`config.mk`:
```
export PLATFORM = sky130hd
export DESIGN_NAME = scratchpad_ram_initiator_flat
export DESIGN_NICKNAME = d
export VERILOG_FILES = /design/src/rtl/scratchpad_ram_initiator_if.sv /design/src/rtl/scratchpad_ram_initiator.sv /design/src/flat_wrapper.sv
export SDC_FILE = /design/constraint.sdc
export NUM_CORES = 1
export LEC_CHECK = 0
export BUFFER_PORTS_ARGS = -buffer_cell sky130_fd_sc_hd__buf_2
export CORE_ASPECT_RATIO = 0.8
export CORE_MARGIN = 10
export CORE_UTILIZATION = 48
export CTS_BUF_LIST = sky130_fd_sc_hd__clkbuf_4
export DETAILED_ROUTE_END_ITERATION = 10
export MAX_ROUTING_LAYER = met4
export PLACE_DENSITY = 0.75
export SLEW_MARGIN = 25
export SYNTH_ARGS = -nofsm -noshare
export SYNTH_HDL_FRONTEND = slang
export SYNTH_SLANG_ARGS = --single-unit
```
`constraint.sdc`:
```
create_clock -name clk -period 1.52 [get_ports clk]
set_input_delay 0.076 -clock clk [delete_from_list [all_inputs] [get_ports clk]]
set_output_delay 0.076 -clock clk [all_outputs]
set_load 0.03 [all_outputs]
```
`src/rtl/scratchpad_ram_initiator_if.sv`:
```
// Host request/response channels and the 64-bit scratchpad RAM port bundled together.
// The master modport is the initiator's view; slave is the host-plus-RAM side.
interface scratchpad_ram_initiator_if #(
   parameter int ADDR_WIDTH = 10
);
   logic                  req_valid;
   logic                  req_ready;
   logic                  req_wr;
   logic [1:0]            req_len;
   logic [ADDR_WIDTH-1:0] req_addr;
   logic [63:0]           req_wdata;

   logic                  rsp_valid;
   logic                  rsp_ready;
   logic [63:0]           rsp_rdata;
   logic                  rsp_err;

   logic                  ram_en;
   logic                  ram_wr;
   logic [1:0]            ram_len;
   logic [ADDR_WIDTH-1:0] ram_addr;
   logic [63:0]           ram_wdata;
   logic [63:0]           ram_rdata;

   modport master (
      input  req_valid, req_wr, req_len, req_addr, req_wdata,
      output req_ready,
      output rsp_valid, rsp_rdata, rsp_err,
      input  rsp_ready,
      output ram_en, ram_wr, ram_len, ram_addr, ram_wdata,
      input  ram_rdata
   );

   modport slave (
      output req_valid, req_wr, req_len, req_addr, req_wdata,
      input  req_ready,
      input  rsp_valid, rsp_rdata, rsp_err,
      output rsp_ready,
      input  ram_en, ram_wr, ram_len, ram_addr, ram_wdata,
      output ram_rdata
   );
endinterface

```
`src/rtl/scratchpad_ram_initiator.sv`:
```
// Single-outstanding request master for the 64-bit scratchpad RAM; short writes
// are done as read-modify-write because the RAM always writes all 8 bytes.
//
// state | meaning
// IDLE  | waiting for a host request (req_ready=1)
// RD    | one-cycle RAM read strobe
// CAP   | RAM read data valid; build response or merged write word
// WR    | one-cycle RAM write strobe
// RESP  | response held until rsp_ready
module scratchpad_ram_initiator #(
   parameter int ADDR_WIDTH = 10
) (
   input  logic                          clk,
   input  logic                          rst_n,
   scratchpad_ram_initiator_if.master    bus,
   output logic                          busy
);

   typedef enum logic [2:0] {
      IDLE,
      RD,
      CAP,
      WR,
      RESP
   } state_t;

   // Highest start address whose 8-byte window stays inside the RAM.
   localparam logic [ADDR_WIDTH-1:0] ADDR_MAX = {{(ADDR_WIDTH-3){1'b1}}, 3'b000};

   state_t                state_q, state_d;
   logic                  wr_q;
   logic [1:0]            len_q;
   logic [ADDR_WIDTH-1:0] addr_q;
   logic [63:0]           wdata_q;
   logic [63:0]           ram_wdata_q;
   logic [63:0]           rsp_rdata_q;
   logic                  rsp_err_q;

   logic                  accept;
   logic                  range_err;
   logic                  full_wr;
   logic [63:0]           byte_mask;

   function automatic logic [63:0] len_mask(input logic [1:0] len);
      logic [63:0] m;
      case (len)
         2'd0:    m = 64'h0000_0000_0000_00FF;
         2'd1:    m = 64'h0000_0000_0000_FFFF;
         2'd2:    m = 64'h0000_0000_FFFF_FFFF;
         default: m = 64'hFFFF_FFFF_FFFF_FFFF;
      endcase
      return m;
   endfunction

   assign accept    = bus.req_valid && (state_q == IDLE);
   assign range_err = bus.req_addr > ADDR_MAX;
   assign full_wr   = bus.req_wr && (bus.req_len == 2'd3);
   assign byte_mask = len_mask(len_q);

   always_ff @(posedge clk or negedge rst_n) begin
      if (!rst_n) begin
         state_q <= IDLE;
      end else begin
         state_q <= state_d;
      end
   end

   always_comb begin
      state_d = state_q;
      case (state_q)
         IDLE: begin
            if (accept) begin
               if (range_err) begin
                  state_d = RESP;
               end else if (full_wr) begin
                  state_d = WR;
               end else begin
                  state_d = RD;
               end
            end
         end
         RD:      state_d = CAP;
         CAP:     state_d = wr_q ? WR : RESP;
         WR:      state_d = RESP;
         RESP:    state_d = bus.rsp_ready ? IDLE : RESP;
         default: state_d = IDLE;
      endcase
   end

   always_ff @(posedge clk or negedge rst_n) begin
      if (!rst_n) begin
         wr_q        <= 1'b0;
         len_q       <= 2'd0;
         addr_q      <= '0;
         wdata_q     <= '0;
         ram_wdata_q <= '0;
         rsp_rdata_q <= '0;
         rsp_err_q   <= 1'b0;
      end else begin
         if (accept) begin
            wr_q        <= bus.req_wr;
            len_q       <= bus.req_len;
            addr_q      <= bus.req_addr;
            wdata_q     <= bus.req_wdata;
            rsp_err_q   <= range_err;
            rsp_rdata_q <= '0;
            if (full_wr) begin
               ram_wdata_q <= bus.req_wdata;
            end
         end
         if (state_q == CAP) begin
            if (wr_q) begin
               ram_wdata_q <= (wdata_q & byte_mask) | (bus.ram_rdata & ~byte_mask);
            end else begin
               rsp_rdata_q <= bus.ram_rdata & byte_mask;
            end
         end
      end
   end

   assign bus.req_ready = (state_q == IDLE);
   assign bus.rsp_valid = (state_q == RESP);
   assign bus.rsp_rdata = rsp_rdata_q;
   assign bus.rsp_err   = rsp_err_q;
   assign bus.ram_en    = (state_q == RD) || (state_q == WR);
   assign bus.ram_wr    = (state_q == WR);
   assign bus.ram_len   = 2'b11;
   assign bus.ram_addr  = addr_q;
   assign bus.ram_wdata = ram_wdata_q;
   assign busy          = (state_q != IDLE);

endmodule

```
`src/flat_wrapper.sv`:
```
// flat-port wrapper written by rule: the top's interface ports become plain ports
module scratchpad_ram_initiator_flat 
#(
   parameter int ADDR_WIDTH = 10
)
  (clk, rst_n, busy, bus_req_valid, bus_req_wr, bus_req_len, bus_req_addr, bus_req_wdata, bus_req_ready, bus_rsp_valid, bus_rsp_rdata, bus_rsp_err, bus_rsp_ready, bus_ram_en, bus_ram_wr, bus_ram_len, bus_ram_addr, bus_ram_wdata, bus_ram_rdata);
  scratchpad_ram_initiator_if #(.ADDR_WIDTH(ADDR_WIDTH)) bus_i ();
  input  logic clk;
  input  logic rst_n;
  output logic busy;
  input wire logic [$bits(bus_i.req_valid)-1:0] bus_req_valid;
  input wire logic [$bits(bus_i.req_wr)-1:0] bus_req_wr;
  input wire logic [$bits(bus_i.req_len)-1:0] bus_req_len;
  input wire logic [$bits(bus_i.req_addr)-1:0] bus_req_addr;
  input wire logic [$bits(bus_i.req_wdata)-1:0] bus_req_wdata;
  output wire logic [$bits(bus_i.req_ready)-1:0] bus_req_ready;
  output wire logic [$bits(bus_i.rsp_valid)-1:0] bus_rsp_valid;
  output wire logic [$bits(bus_i.rsp_rdata)-1:0] bus_rsp_rdata;
  output wire logic [$bits(bus_i.rsp_err)-1:0] bus_rsp_err;
  input wire logic [$bits(bus_i.rsp_ready)-1:0] bus_rsp_ready;
  output wire logic [$bits(bus_i.ram_en)-1:0] bus_ram_en;
  output wire logic [$bits(bus_i.ram_wr)-1:0] bus_ram_wr;
  output wire logic [$bits(bus_i.ram_len)-1:0] bus_ram_len;
  output wire logic [$bits(bus_i.ram_addr)-1:0] bus_ram_addr;
  output wire logic [$bits(bus_i.ram_wdata)-1:0] bus_ram_wdata;
  input wire logic [$bits(bus_i.ram_rdata)-1:0] bus_ram_rdata;
  assign bus_i.req_valid = bus_req_valid;
  assign bus_i.req_wr = bus_req_wr;
  assign bus_i.req_len = bus_req_len;
  assign bus_i.req_addr = bus_req_addr;
  assign bus_i.req_wdata = bus_req_wdata;
  assign bus_req_ready = bus_i.req_ready;
  assign bus_rsp_valid = bus_i.rsp_valid;
  assign bus_rsp_rdata = bus_i.rsp_rdata;
  assign bus_rsp_err = bus_i.rsp_err;
  assign bus_i.rsp_ready = bus_rsp_ready;
  assign bus_ram_en = bus_i.ram_en;
  assign bus_ram_wr = bus_i.ram_wr;
  assign bus_ram_len = bus_i.ram_len;
  assign bus_ram_addr = bus_i.ram_addr;
  assign bus_ram_wdata = bus_i.ram_wdata;
  assign bus_i.ram_rdata = bus_ram_rdata;
  scratchpad_ram_initiator #(.ADDR_WIDTH(ADDR_WIDTH)) u_core (.clk(clk), .rst_n(rst_n), .bus(bus_i), .busy(busy));
endmodule
```
==> run metrics <==
post-synth top area cell dfrtp_1; TritonRoute pass-1 iters 5; Least-Margin Pin Slew 626 ps; Adder-Cell Fraction of Synth Area 0%; Cell Chain, Critical Path buf_6 -> buf_12 -> nor4b_4 -> buf_6 -> buf_6 -> buf_8 -> a41oi_1 -> a22oi_1; status complete, but fails checks; fin crit share 130%; Async S/R FF share, synth 100%; most frequent cells after synthesis 232 x nand2_1, 209 x dfrtp_1, 64 x a22o_1, 64 x a41oi_1, 64 x o21ai_1; synth warn 0; post-synthesis sequential area ratio 55.9%; Syn Inst Count 882; crit path buf inv count 5; wire per inst 24.8 um; Area Growth Syn to Fin 69.0%; Starting Density 49.0%; number of DRC markers in iteration 0 1111; most numerous cell in the Yosys netlist nand2_1; gr usage total 29.9%; critical path's top delay family buffers and inverters; Max Slew Vio Count 0; failing checks negative setup slack; Slew HR 58.3%; share of post-route cells with drive strength above 1 48.7%; Crit Path Max Fanout 8; most frequent CP cell buf_6; synthesized cell area 9360 um^2; R2R setup slack -460 ps; leakage 7.72 nW; Post-DP HPWL 20400 um; Post-synth top flop dfrtp_1; Reg clk slew, reported paths 80 ps; vias in the first global route 10410; total congestion overflow 0; Worst path max stage delay 410 ps; Crit. End Element flip-flop; RD Place Congestion 0.835; fmax 505 MHz; clk_skew 34.0 ps; Die Height 145 um; maximum vdd ir drop 1240 uV; Worst-Skew Late Latency 650 ps; deepest clock path buffer count 3; Simple-Gate Fraction of Synth Area 11.5%; Mean Syn Cell Area 10.6 um^2; EDFF count, synth 0; Power Dens Cells 2140 nW/um^2; routed vias/inst 6.00; DRT antenna net count 0; Tmin final 1980 ps; mux contribution to synthesized area 6.22%; CTS tree built; largest net degree at the start of global routing 65; Yosys reg bits 209; die footprint 25500 um^2; I/O pin total 291; initial antenna violation count 6; CTS root buf clkbuf_4; synth top area cells dfrtp_1 56%, nand2_1 9.3%, mux2i_1 6.1%, a22o_1 6.0%, a41oi_1 6.0%; Compound-Gate Fraction of Synth Area 20.7%; final setup fails 214; Total Nets Final 1552; Synth top area share 55.9%; die width 176 um; port bufs 288; total CTS buffers 51; dpl ws -189 ps; Req. time, crit path 2070 ps; core area 19100 um^2; H-tree depth 2; clock sink total 209; Unique masters post-synth 35; largest family of logic cells by synthesized area compound AO/OA/AOI/OAI gates; fin area 15800 um^2; RSZ-0062 raised after global routing true; HP Class primary input to async pin; CP max-delay cell dfrtp_1; row count 45; Max-Cap Viols 0; Post-Route WL 42200 um; WP data arrival 2530 ps; drt drc 0; Fin. Hold Viols 0; Area after DPL 11300 um^2; Final WS setup -460 ps; DR vias 10193; CP Class flip-flop to flip-flop; first-pass GRT wire length 60100 um; Synth Area in XOR/XNOR 0%; Startpoint Class flip-flop
==> cells by family (layout without fill, tap and decap cells) <==
kind of cell / count (synthesis) / in the layout
DFF: 209 / 209
buffers and inverters: 93 / 644
other: 1 / 8
AOI/OAI and AO/OA: 259 / 259
and+or+nand+nor: 262 / 263
muxes: 58 / 58
==> path summary, 6_finish.rpt <==
| path | depth (start not counted) | start | endpoint |
|---|---|---|---|
| worst max-delay path | 8 | u_core.state_q[1] | u_core.bus.ram_wdata[37] |
| worst min-delay path | 3 | rst_n | u_core.wdata_q[6] |
| worst max register to register | 8 | u_core.state_q[1] | u_core.bus.ram_wdata[37] |
| worst min register to register | 2 | u_core.wdata_q[27] | u_core.wdata_q[27] |
| max in group asynchronous | 3 | rst_n | u_core.wdata_q[30] |
| min in group clk | 4 | bus_req_valid | u_core.state_q[1] |
==> layout by cell type (no fill, tap or decap), drive strengths merged <==
cell,count
nor2,10
nor3b,2
a21oi,8
a22o,64
a41oi,64
and3b,1
nor2b,3
and3,1
nand4,1
nand2,232
dfrtp,209
mux2i,57
or4bb,1
o21ai,65
inv,5
conb,2
nor4b,2
o32ai,1
or4b,2
nand3,2
buf,406
a22oi,56
and2,2
dlygate4sd3,143
a221o,1
bufbuf,1
clkbuf,83
clkinv,6
diode,6
nor3,2
mux2,1
and4bb,1
or3,1
==> power breakdown <==
group	switching [mW]	leakage (nW)	internal (mW)	total (mW)
Combinational	11.0	4.73	8.54	19.5
Clock	2.33	0.356	2.15	4.49
Sequential	1.82	2.63	7.97	9.79
Total	15.1	7.72	18.7	33.8
==> worst register-to-register path, cell delays in order, from the launching register on <==
cell and delay (ps):
dfrtp_1 410, buf_6 140, buf_12 120, nor4b_4 350, buf_6 210, buf_6 130, buf_8 130, a41oi_1 140
a22oi_1 250
==> routing by layer <==
metal  part of all wire (%)  global-route usage (%)  vias to the layer above  wire length (um)
li1                       -                       -                     4287                 -
met3                     10                    8.47                      119              4290
met5                      0                       -                        -                 0
met2                     49                    47.1                      766             20800
met1                     38                    36.4                     5021             15900
met4                    2.8                    9.69                        0              1180
==> timing repair <==
item | in CTS | in global routing
hold buffers | 144 | 0
pin swaps | 95 | 123
buffers inserted | 35 | 19
setup endpoints to repair | 156 | 214
cloned | 27 | 13
hold endpoints to repair | 417 | 0
gates resized for setup | 147 | 180
==> state kept, by name (all words and copies together) (netlist names) <==
| signal | count |
|---|---|
| u_core.bus.rsp_rdata | 64 |
| u_core.bus.ram_wdata | 64 |
| u_core.wdata_q | 64 |
| u_core.bus.ram_addr | 10 |
| u_core.wr_q | 1 |
| u_core.bus.rsp_err | 1 |
| u_core.state_q | 3 |
| u_core.len_q | 2 |
==> stage by stage <==
step,util [%],setup TNS [ps],hold slack (ps),power [mW],instances
after global placement,59.1,-8750,15.7,21.8,1388
after detailed placement,59.1,-15570,19.3,22.2,1388
after global routing,82.9,-85800,37.6,35.2,1699
after floorplan,-,-10360,-220,18.0,883
after CTS,77.9,-55250,31.4,31.2,1675
final,82.9,-72460,40.8,33.8,1699
==> cell type report <==
class	instances	area [um^2]
Sequential cell	209	5230
Timing Repair Buffer	561	5010
Multi-Input combinational cell	582	4650
Fill cell	1006	3270
Clock buffer	72	541
Tap cell	258	323
Clock inverter	9	35.0
Antenna cell	6	15.0
Inverter	2	7.51
(Power assumes the default switching activity.)
